**config.mk**
```make
export PLATFORM = sky130hd
export DESIGN_NAME = sound_frame_sequencer
export DESIGN_NICKNAME = d
export VERILOG_FILES = /design/src/rtl/sound_frame_sequencer.sv
export SDC_FILE = /design/constraint.sdc
export NUM_CORES = 1
export LEC_CHECK = 0
export BUFFER_PORTS_ARGS = -buffer_cell sky130_fd_sc_hd__buf_2
export CORE_AREA = 8 8 101 103
export CTS_BUF_LIST = sky130_fd_sc_hd__clkbuf_8
export CTS_CLUSTER_SIZE = 40
export DETAILED_ROUTE_END_ITERATION = 8
export DIE_AREA = 0 0 109 111
export PLACE_DENSITY = 0.74
export SLEW_MARGIN = 40
export SYNTH_ARGS = -nofsm -noshare
export SYNTH_HDL_FRONTEND = slang
export SYNTH_SLANG_ARGS = --single-unit
```
**constraint.sdc**
```tcl
create_clock -name ac97_bitclk -period 2.9 [get_ports ac97_bitclk]
set_input_delay 0.29 -clock ac97_bitclk [delete_from_list [all_inputs] [get_ports ac97_bitclk]]
set_output_delay 0.29 -clock ac97_bitclk [all_outputs]
set_load 0.02 [all_outputs]
```
**src/rtl/sound_frame_sequencer.sv**
```systemverilog
`default_nettype none
// ============================================================================
// Module   : sound_frame_sequencer
// Brief    : 512 Hz frame sequencer, register-write snooping, length counters
//            and channel-active / power status for the four sound channels.
// Revision : 1.0
// ============================================================================
module sound_frame_sequencer #(
    parameter int CLK_DIV = 24000
) (
    input  logic       ac97_bitclk,
    input  logic       reset,
    input  logic       wr_en,
    input  logic [7:0] wr_addr,
    input  logic [7:0] wr_data,
    output logic       len_tick,
    output logic       sweep_tick,
    output logic       env_tick,
    output logic [3:0] ch_trigger,
    output logic [3:0] ch_active,
    output logic [7:0] nr52_status
);
    localparam int                 c_DIV_W   = (CLK_DIV > 1) ? $clog2(CLK_DIV) : 1;
    localparam logic [c_DIV_W-1:0] c_DIV_MAX = c_DIV_W'(CLK_DIV - 1);

    logic [c_DIV_W-1:0] r_div;
    logic [2:0]         r_step;
    logic               r_power;
    logic [3:0][8:0]    r_len;
    logic [3:0]         r_len_en;
    logic [3:0]         r_dac;
    logic [3:0]         r_active;
    logic               r_len_tick;
    logic               r_sweep_tick;
    logic               r_env_tick;
    logic [3:0]         r_trig;

    logic               w_wrap;
    logic               w_len_evt;
    logic               w_sweep_evt;
    logic               w_env_evt;
    logic               w_nr52_wr;
    logic [3:0]         w_hit_len;
    logic [3:0]         w_hit_dac;
    logic [3:0]         w_hit_ctl;
    logic [3:0][8:0]    w_len_nxt;
    logic [3:0]         w_len_en_nxt;
    logic [3:0]         w_dac_nxt;
    logic [3:0]         w_act_nxt;
    logic [3:0]         w_trig_nxt;

    always_comb begin
        w_wrap      = (r_div == c_DIV_MAX);
        w_len_evt   = r_power && w_wrap && !r_step[0];
        w_sweep_evt = r_power && w_wrap && (r_step[1:0] == 2'b10);
        w_env_evt   = r_power && w_wrap && (r_step == 3'd7);
        w_nr52_wr   = wr_en && (wr_addr == 8'h26);

        w_hit_len = '0;
        w_hit_dac = '0;
        w_hit_ctl = '0;
        if (wr_en && r_power) begin
            case (wr_addr)
                8'h11: w_hit_len[0] = 1'b1;
                8'h16: w_hit_len[1] = 1'b1;
                8'h1B: w_hit_len[2] = 1'b1;
                8'h20: w_hit_len[3] = 1'b1;
                8'h12: w_hit_dac[0] = 1'b1;
                8'h17: w_hit_dac[1] = 1'b1;
                8'h1A: w_hit_dac[2] = 1'b1;
                8'h21: w_hit_dac[3] = 1'b1;
                8'h14: w_hit_ctl[0] = 1'b1;
                8'h19: w_hit_ctl[1] = 1'b1;
                8'h1E: w_hit_ctl[2] = 1'b1;
                8'h23: w_hit_ctl[3] = 1'b1;
                default: ;
            endcase
        end

        // Priority within one edge: length clock, then register writes, so a
        // write or trigger reload overrides the decrement.
        for (int n = 0; n < 4; n++) begin
            w_len_nxt[n]    = r_len[n];
            w_len_en_nxt[n] = r_len_en[n];
            w_dac_nxt[n]    = r_dac[n];
            w_act_nxt[n]    = r_active[n];
            w_trig_nxt[n]   = 1'b0;

            if (w_len_evt && r_len_en[n] && (r_len[n] != 9'd0)) begin
                w_len_nxt[n] = r_len[n] - 9'd1;
                if (r_len[n] == 9'd1)
                    w_act_nxt[n] = 1'b0;
            end

            if (w_hit_len[n])
                w_len_nxt[n] = (n == 2) ? (9'd256 - {1'b0, wr_data})
                                        : (9'd64 - {3'b000, wr_data[5:0]});

            if (w_hit_dac[n]) begin
                w_dac_nxt[n] = (n == 2) ? wr_data[7] : (wr_data[7:3] != 5'd0);
                if (!w_dac_nxt[n])
                    w_act_nxt[n] = 1'b0;
            end

            if (w_hit_ctl[n]) begin
                w_len_en_nxt[n] = wr_data[6];
                if (wr_data[7]) begin
                    w_trig_nxt[n] = 1'b1;
                    w_act_nxt[n]  = r_dac[n];
                    if (w_len_nxt[n] == 9'd0)
                        w_len_nxt[n] = (n == 2) ? 9'd256 : 9'd64;
                end
            end
        end
    end

    always_ff @(posedge ac97_bitclk) begin
        if (reset) begin
            r_power      <= 1'b1;
            r_div        <= '0;
            r_step       <= '0;
            r_len        <= '0;
            r_len_en     <= '0;
            r_dac        <= '0;
            r_active     <= '0;
            r_len_tick   <= 1'b0;
            r_sweep_tick <= 1'b0;
            r_env_tick   <= 1'b0;
            r_trig       <= '0;
        end else if (w_nr52_wr && !wr_data[7]) begin
            r_power      <= 1'b0;
            r_div        <= '0;
            r_step       <= '0;
            r_len        <= '0;
            r_len_en     <= '0;
            r_dac        <= '0;
            r_active     <= '0;
            r_len_tick   <= 1'b0;
            r_sweep_tick <= 1'b0;
            r_env_tick   <= 1'b0;
            r_trig       <= '0;
        end else begin
            if (w_nr52_wr)
                r_power <= 1'b1;
            if (r_power) begin
                r_div <= w_wrap ? '0 : r_div + 1'b1;
                if (w_wrap)
                    r_step <= r_step + 3'd1;
            end
            r_len_tick   <= w_len_evt;
            r_sweep_tick <= w_sweep_evt;
            r_env_tick   <= w_env_evt;
            r_trig       <= w_trig_nxt;
            r_len        <= w_len_nxt;
            r_len_en     <= w_len_en_nxt;
            r_dac        <= w_dac_nxt;
            r_active     <= w_act_nxt;
        end
    end

    assign len_tick    = r_len_tick;
    assign sweep_tick  = r_sweep_tick;
    assign env_tick    = r_env_tick;
    assign ch_trigger  = r_trig;
    assign ch_active   = r_active;
    assign nr52_status = {r_power, 3'b000, r_active};

endmodule
`default_nettype wire
```
; ---- After elaboration in Yosys (flattened, before gate mapping)
; Index checks and enable logic that the tools add are counted.
[word_totals]
reg_bits = 74
inputBits = 19
out_inout_bits = 19
wordCells = 151
[classes]
n_addsub = 8
eq_ne = 20
n_mux = 63
bitwise_logic = 4
n_reduce_logical = 33
[op_table]
columns = cell, count
row1 = two-way mux 9 bit, 20
row2 = "equality test 8 x 5 -> 1 bit, second input constant", 9
row3 = two-way mux 1 bit, 39
row4 = "equality test 9 x 1 -> 1 bit, second input constant", 4
row5 = zero test 9 bit, 4
row6 = nonzero test 9 bit, 4
row7 = "subtractor 9 x 1 -> 9 bit, second input constant", 4
row8 = "equality test 8 x 6 -> 1 bit, second input constant", 4
row9 = "adder 15 x 1 -> 15 bit, second input constant", 1
row10 = "equality test 15 bit, second input constant", 1
row11 = logical AND 1 bit, 15
row12 = two-way mux 15 bit, 1
row13 = two-way mux 4 bit, 3
row14 = OR reduction 3 bit, 4
row15 = "subtractor 9 x 8 -> 9 bit, first input constant", 1
row16 = "subtractor 7 x 6 -> 8 bit, first input constant", 1
row17 = nonzero test 5 bit, 1
row18 = inverter 1 bit, 4
row19 = "adder 3 x 1 -> 3 bit, second input constant", 1
row20 = "equality test 3 bit, second input constant", 1
row21 = "equality test 2 bit, second input constant", 1
row22 = zero test 1 bit, 2
row23 = AND reduction 2 bit, 1
row24 = nonzero test 2 bit, 1
row25 = OR reduction 2 bit, 1

; ---- Logic depth before layout (Yosys ltp)
; Gate-level depths: netlist of the first run.
[depth]
depth_word = 11
ltp_mapped = 10

; ---- Worst setup path before layout of the first run
; Ideal clock, no wire load.
[synth_timing]
path_kind = register to register
startpoint = reg r_div[0]
endpoint = reg r_len[32] in the netlist's numbering
setup_ps = 79
arrival_ps = 2615
slack_ps = 205
stages_incl_launch_ff = 10
n_path_buf = 1
synth_period_minus_slack_ps = 2695
path_cell_list = dfxtp_1 > ha_1 > nand4bb_4 > or3_4 > or4_1 > buf_6 > nor4_4 > or3b_1 > xor2_1 > a211oi_2
[synth_via]
elab_chain_len = 11
[synth_lines]
columns = element, line_no
row1 = "start, declared", 26  ; logic [c_DIV_W-1:0] r_div;
row2 = "start signal, assigned", 146  ; r_div <= w_wrap ? '0 : r_div + 1'b1;
row3 = equality test 15 bit (*), 53  ; w_wrap = (r_div == c_DIV_MAX);
row4 = logical AND 1 bit (*) (2 in series), 54  ; w_len_evt = r_power && w_wrap && !r_step[0];
row5 = logical AND 1 bit (*) (2 in series), 89  ; if (w_len_evt && r_len_en[n] && (r_len[n] != 9'd0)) begin
row6 = two-way mux 9 bit (*), 89
row7 = two-way mux 9 bit (*), 95  ; if (w_hit_len[n])
row8 = zero test 9 bit, 110  ; if (w_len_nxt[n] == 9'd0)
row9 = two-way mux 9 bit, 110
row10 = two-way mux 9 bit, 107  ; if (wr_data[7]) begin
row11 = two-way mux 9 bit (*), 105  ; if (w_hit_ctl[n]) begin
row12 = "end signal, assigned", 154  ; r_len <= w_len_nxt;
row13 = "end, declared", 29  ; logic [3:0][8:0] r_len;
; Mark *: on every way between the ends. The rest lies on a longest branch, timed or not.
; A chain may end at the register's enable or synchronous reset.

; ---- Final worst setup path of the first run
[layout_timing]
startpoint = reg r_div[0]
endpoint = reg r_len[6] in the netlist's numbering
; The elaborated chain is that of the path after synthesis.

==> run summary, run 1 <==
critical path arrival = 3.05 ns
overall routing resource usage = 0.1970
Ys Warns = 0
# diodes = 0
Die Span Y = 111 um
post-CTS sizing = 0
Max Slew Vio Count = 0
num ports = 38
Clk Latency, worst-skew pair = 0.35 ns
Layout area overhead = 12.36%
drt drc = 0
# setup viols final = 0
Clock Path Buffers = 2
Clk pin slew, worst setup/hold paths = 0.07 ns
simple-gate share of the synthesized area = 0.3351
Post CTS Setup Buffer Count = 0
worst slew pin tran = 0.7248 ns
PD cells = 375.4 nW/um^2
Initial DRC Count = 220
Routed Wire Length = 11620 um
xor/xnor cell area share of the yosys netlist = 0.1042
type of origin of the critical path = flop
area of the multi-input gates = 2730 sq um
Lkg Pwr = 1.841 nW
die area = 12100 sq um
Root Driver = clkbuf_8
fill count = 796
Data required, critical path = 3.16 ns
EDFF count, synth = 0
Final Net Count = 619
syn avg cell area = 8.111 sq um
vias in the first global route = 3972
Top FF cell, synth = dfxtp_1
DR vias/cell = 5.888
final setup TNS = 0 ns
initial antenna violation count = 0
first-pass GRT wire length = 19100 um
HPWL after DPL = 8809 um
total CTS buffers = 9
Area contributors post-synth = dfxtp_1, nor2_1, xnor2_1, xor2_1, ha_1
top cell type's share of synthesized area = 0.3389
CTS tree = yes
minimum clock period = 2.783 ns
CTS hold repair buffers = 0
CP Class = reg2reg
Starting Density = 0.5113
Slew HR = 0.5133
RePlAce Congestion = 0.9069
Crit Path Max Fanout = 9
Cells after Synth = 539
Distinct cells, synth = 58
leading area contributor after synthesis = dfxtp_1
largest net degree at the start of global routing = 20
grt ovf = 0
via count = 4086
mux contribution to synthesized area = 0.02089
CP endpoint kind = flop
share of cells above drive strength 1 = 0.1587
final std cells w/o fill = 694
sequential cell area = 1481 sq um
most common cell in the netlist = nor2_1
crit share post-route = 0.9598
Cell Rows = 34
Adder-Cell Fraction of Synth Area = 0.04865
synth cell count leaders = nor2_1, dfxtp_1, nand2_1
main combinational cell family by area after synthesis = simple AND/OR/NAND/NOR gates
Synth Area in Compound Gates = 0.1036
WL per Instance = 16.75 um
Hold WC Path Type = in2reg
die width = 109 um
core box area = 8551 sq um
skew final = 0.01344 ns
total number of H-tree levels = 3
Buffers on Ports = 34
final hold violations = 0
register bit count reported by yosys = 74
Max-Cap Viols = 0
post-synthesis sequential area ratio = 0.3389
async set-or-reset flop fraction in the synthesized netlist = 0
drt first pass iters = 5
remaining antenna violation count = 0
max frequency = 359.3 MHz
Post-Place Cells = 680
clock sinks = 74
status = finished clean
Cell Area, Synth = 4372 sq um
VDD IR max = 0.2835 mV
==> worst max-delay path: stages (launching register included) <==
cell and delay (ns):
dfxtp_1 0.38, ha_1 0.24, nand4bb_4 0.12, or4_2 0.84, nor4b_2 0.46, xnor2_1 0.19, a31o_2 0.18, nand3_1 0.07
o31ai_1 0.22
==> state kept, by name (all words and copies together) (netlist names) <==
register and flops:
len_tick 1, ch_active 4, sweep_tick 1, r_power 1, r_div 15, r_len 36, r_dac 4, ch_trigger 4
r_step 3, r_len_en 4, env_tick 1
==> report_power, final <==
| group | internal, mW | total [mW] | switching (mW) |
|---|---|---|---|
| Clock | 0.319 | 0.694 | 0.375 |
| Sequential | 1.02 | 1.02 | 0.00469 |
| Combinational | 0.0424 | 0.126 | 0.0832 |
| Total | 1.38 | 1.84 | 0.463 |
==> through the flow <==
step | instance area (sq um) | hold slack [ns] | util | setup slack, ns | total power, mW
final | 4912 | 0.2327 | 0.5745 | 0.1167 | 1.844
after CTS | 4871 | 0.2115 | 0.5697 | 0.04613 | 1.855
after global routing | 4912 | 0.2159 | 0.5745 | -0.01286 | 1.903
after detailed placement | 4712 | 0.4573 | 0.5511 | 0.05973 | 1.172
after global placement | 4712 | 0.4497 | 0.5511 | 0.05979 | 1.170
after floorplan | 4379 | 0.3745 | - | 0.2053 | 1.114
==> layout by cell type, fill, tap and decap left out, types with 5 or more instances in the layout <==
cell type | Yosys | layout
nor2_1 | 86 | 86
dfxtp_1 | 74 | 74
nand2_1 | 53 | 53
buf_2 | 5 | 34
xor2_1 | 26 | 26
xnor2_1 | 26 | 26
buf_4 | 9 | 23
nand3_1 | 19 | 19
nor4_1 | 22 | 19
inv_1 | 17 | 18
ha_1 | 17 | 17
nor3_1 | 16 | 16
o21ai_0 | 16 | 15
a21oi_1 | 13 | 13
a211oi_1 | 13 | 13
nand4_1 | 12 | 12
and2_1 | 10 | 10
clkbuf_8 | 0 | 10
mux2i_1 | 8 | 8
a31oi_1 | 6 | 6
nor2b_1 | 6 | 6
and3_1 | 5 | 5
or4_1 | 6 | 5
==> cell families (layout without fill, tap and decap cells) <==
family | Yosys count | count (layout)
AO/OA/AOI/OAI | 68 | 68
XOR/XNOR | 52 | 52
adder cells (fa/ha/maj) | 17 | 17
buffers and inverters | 43 | 88
flip-flops | 74 | 74
multiplexers | 9 | 9
other | 1 | 3
AND/OR/NAND/NOR | 275 | 275
==> cell type report <==
type | count | area share
clock buffer | 10 | 0.02802
clock inverter | 4 | 0.004330
inverter | 17 | 0.01299
multi-input combinational | 424 | 0.5558
sequential | 74 | 0.3016
tap | 108 | 0.02751
timing repair buffer | 57 | 0.06979
==> worst paths after layout <==
check,start,to,slack (ns),depth (start not counted)
max,r_div[0]$_SDFFE_PP0P_,r_len[6]$_SDFF_PP0_,0.12,8
min,reset,r_power$_SDFFE_PP1P_,0.23,2
max reg2reg,r_div[0]$_SDFFE_PP0P_,r_len[6]$_SDFF_PP0_,0.12,8
min reg2reg,r_step[2]$_SDFFE_PP0N_,r_step[2]$_SDFFE_PP0N_,0.46,2
==> routing by layer <==
| metal | vias to the layer above | track usage | routed length (um) |
|---|---|---|---|
| met5 | - | 0 | 0 |
| met4 | 0 | 0.07215 | 206 |
| met3 | 17 | 0.04593 | 806 |
| met2 | 155 | 0.3302 | 5784 |
| met1 | 1931 | 0.2357 | 4826 |
| li1 | 1983 | - | - |
Power figures use the tool's default switching activity.
==> run 2, diff against run 1 <==
--- a/config.mk
+++ b/config.mk
@@ -11,7 +11,7 @@
 export CTS_CLUSTER_SIZE = 40
 export DETAILED_ROUTE_END_ITERATION = 8
 export DIE_AREA = 0 0 109 111
-export PLACE_DENSITY = 0.74
+export PLACE_DENSITY = 0.7
 export SLEW_MARGIN = 40
 export SYNTH_ARGS = -nofsm -noshare
 export SYNTH_HDL_FRONTEND = slang
==> run summary, run 2 (synthesized netlist as in run 1, its figures left out) <==
RePlAce Congestion = 0.9847
Max Slew Vio Count = 0
# setup viols final = 0
status = finished clean
HPWL after DPL = 8582 um
via count = 3996
grt ovf = 0
type of origin of the critical path = flop
CP Class = reg2reg
sequential share of power = 0.482
final hold violations = 0
RR Startpoint = r_div[0]$_SDFFE_PP0P_
share of cells above drive strength 1 = 0.1541
Post-Place Cells = 676
pre-CTS setup slack = 0.07075 ns
Hold Startpoint = reset
worst reg-to-reg path cell count = 9
Routed Wire Length = 11590 um
worst slew pin tran = 0.7948 ns
Int Pwr = 1.629 mW
Lkg Pwr = 1.849 nW
Die Span Y = 111 um
Crit Path Max Fanout = 7
Buffers on Ports = 34
Biggest register = r_len
PD cells = 428.7 nW/um^2
Layout area overhead = 13.37%
WL per Instance = 16.75 um
Slew HR = 0.4663
setup ws final = 0.09122 ns
remaining antenna violation count = 0
total number of H-tree levels = 3
Worst Hold Path Cells = 2
unrepaired setup endpoints after global routing = true
most common cell after layout, fill and taps aside = nor2_1
crit share post-route = 0.9685
Clock Path Buffers = 2
critical path arrival = 3.08 ns
Clk Latency, worst-skew pair = 0.36 ns
die area = 12100 sq um
vias in the first global route = 3823
Starting Density = 0.5113
Placed Instance Area = 4682 sq um
initial antenna violation count = 0
Sw Pwr = 0.4956 mW
CTS tree = yes
Data required, critical path = 3.17 ns
core box area = 8551 sq um
fin util = 0.5796
die width = 109 um
Max-Cap Viols = 0
max FFs per register = 36
drt first pass iters = 4
Hold Path End = r_power$_SDFFE_PP1P_
largest net degree at the start of global routing = 28
clock sinks = 74
Clk pin slew, worst setup/hold paths = 0.08 ns
RR Endpoint = r_len[33]$_SDFF_PP0_
max frequency = 356.0 MHz
biggest regs = r_len x36, r_div x15
overall routing resource usage = 0.1936
Logic pwr share = 0.056
drt drc = 0
sw frac = 0.2333
r2r setup slk = 0.09 ns
skew final = 0.01054 ns
Hold WC Path Type = in2reg
# diodes = 0
fill count = 815
most frequent cells in the layout = nor2_1, dfxtp_1, nand2_1
fin area = 4956 sq um
first-pass GRT wire length = 18730 um
minimum clock period = 2.809 ns
Cell Rows = 34
Initial DRC Count = 200
VDD IR max = 0.2397 mV
CTS hold repair buffers = 0
total CTS buffers = 9
final std cells w/o fill = 692
Final Net Count = 615
Root Driver = clkbuf_8
DR vias/cell = 5.775
CP endpoint kind = flop
clock share of power = 0.461
num ports = 38
==> run 2: layout make-up <==
| class | count | area, sq um | share of cell area |
|---|---|---|---|
| multi-input combinational | 424 | 2720 | 0.5489 |
| sequential | 74 | 1483 | 0.2992 |
| timing repair buffer | 53 | 312.8 | 0.06312 |
| tap | 108 | 135.1 | 0.02727 |
| clock buffer | 9 | 123.9 | 0.02499 |
| clock inverter | 7 | 117.6 | 0.02373 |
| inverter | 17 | 63.81 | 0.01288 |
==> run 2: worst max-delay path by stage <==
stage / from / endpoint / slack (ns) / cells past startpoint
after floorplan: r_div[0]$_SDFFE_PP0P_ / r_len[32]$_SDFF_PP0_ / 0.21 / 9
after global placement: wr_addr[5] / r_len[15]$_SDFF_PP0_ / 0.12 / 7
after detailed placement: wr_addr[5] / r_len[26]$_SDFF_PP0_ / 0.07 / 7
after CTS: r_div[0]$_SDFFE_PP0P_ / r_len[6]$_SDFF_PP0_ / 0.10 / 8
after global routing: r_div[1]$_SDFFE_PP0P_ / r_len[33]$_SDFF_PP0_ / -0.02 / 9
final: r_div[0]$_SDFFE_PP0P_ / r_len[33]$_SDFF_PP0_ / 0.09 / 9
==> run 2: per-layer routing <==
layer | GRT usage | routed length [um] | up-vias
met2 | 0.3023 | 5414 | 108
li1 | - | - | 1972
met4 | 0.08493 | 255 | 0
met3 | 0.04651 | 814 | 22
met1 | 0.2443 | 5105 | 1894
met5 | 0 | 0 | -
==> run 2: worst max-delay path, cell delays in order, from the launching register on <==
cell       delay (ns)
dfxtp_1          0.38
ha_1             0.24
nand4bb_4        0.13
or4_2            0.79
buf_4            0.24
nor4_1           0.40
xor2_1           0.11
nand2_1          0.10
o211ai_1         0.10
o31ai_1          0.23
==> run 2: repair_timing <==
item / in CTS / in global routing
gates resized for setup: 0 / 6
buffers inserted: 0 / 0
setup endpoints to repair: 0 / 4
==> run 2: power groups by stage <==
| stage | sequential (mW) | combinational, mW | clock [mW] |
|---|---|---|---|
| floorplan | 1.05 | 0.0664 | 0 |
| global placement | 1.05 | 0.115 | 0 |
| detailed placement | 1.05 | 0.117 | 0 |
| CTS | 1.02 | 0.118 | 0.992 |
| global route | 1.03 | 0.132 | 1.03 |
| finish | 1.02 | 0.120 | 0.980 |
==> run 2: per-stage QoR <==
stage / setup TNS, ns / total power, mW / hold slack (ns)
final: 0 / 2.125 / 0.2396
after floorplan: 0 / 1.114 / 0.3745
after global routing: -0.02130 / 2.186 / 0.2464
after detailed placement: 0 / 1.166 / 0.4663
after global placement: 0 / 1.163 / 0.4463
after CTS: 0 / 2.134 / 0.2130
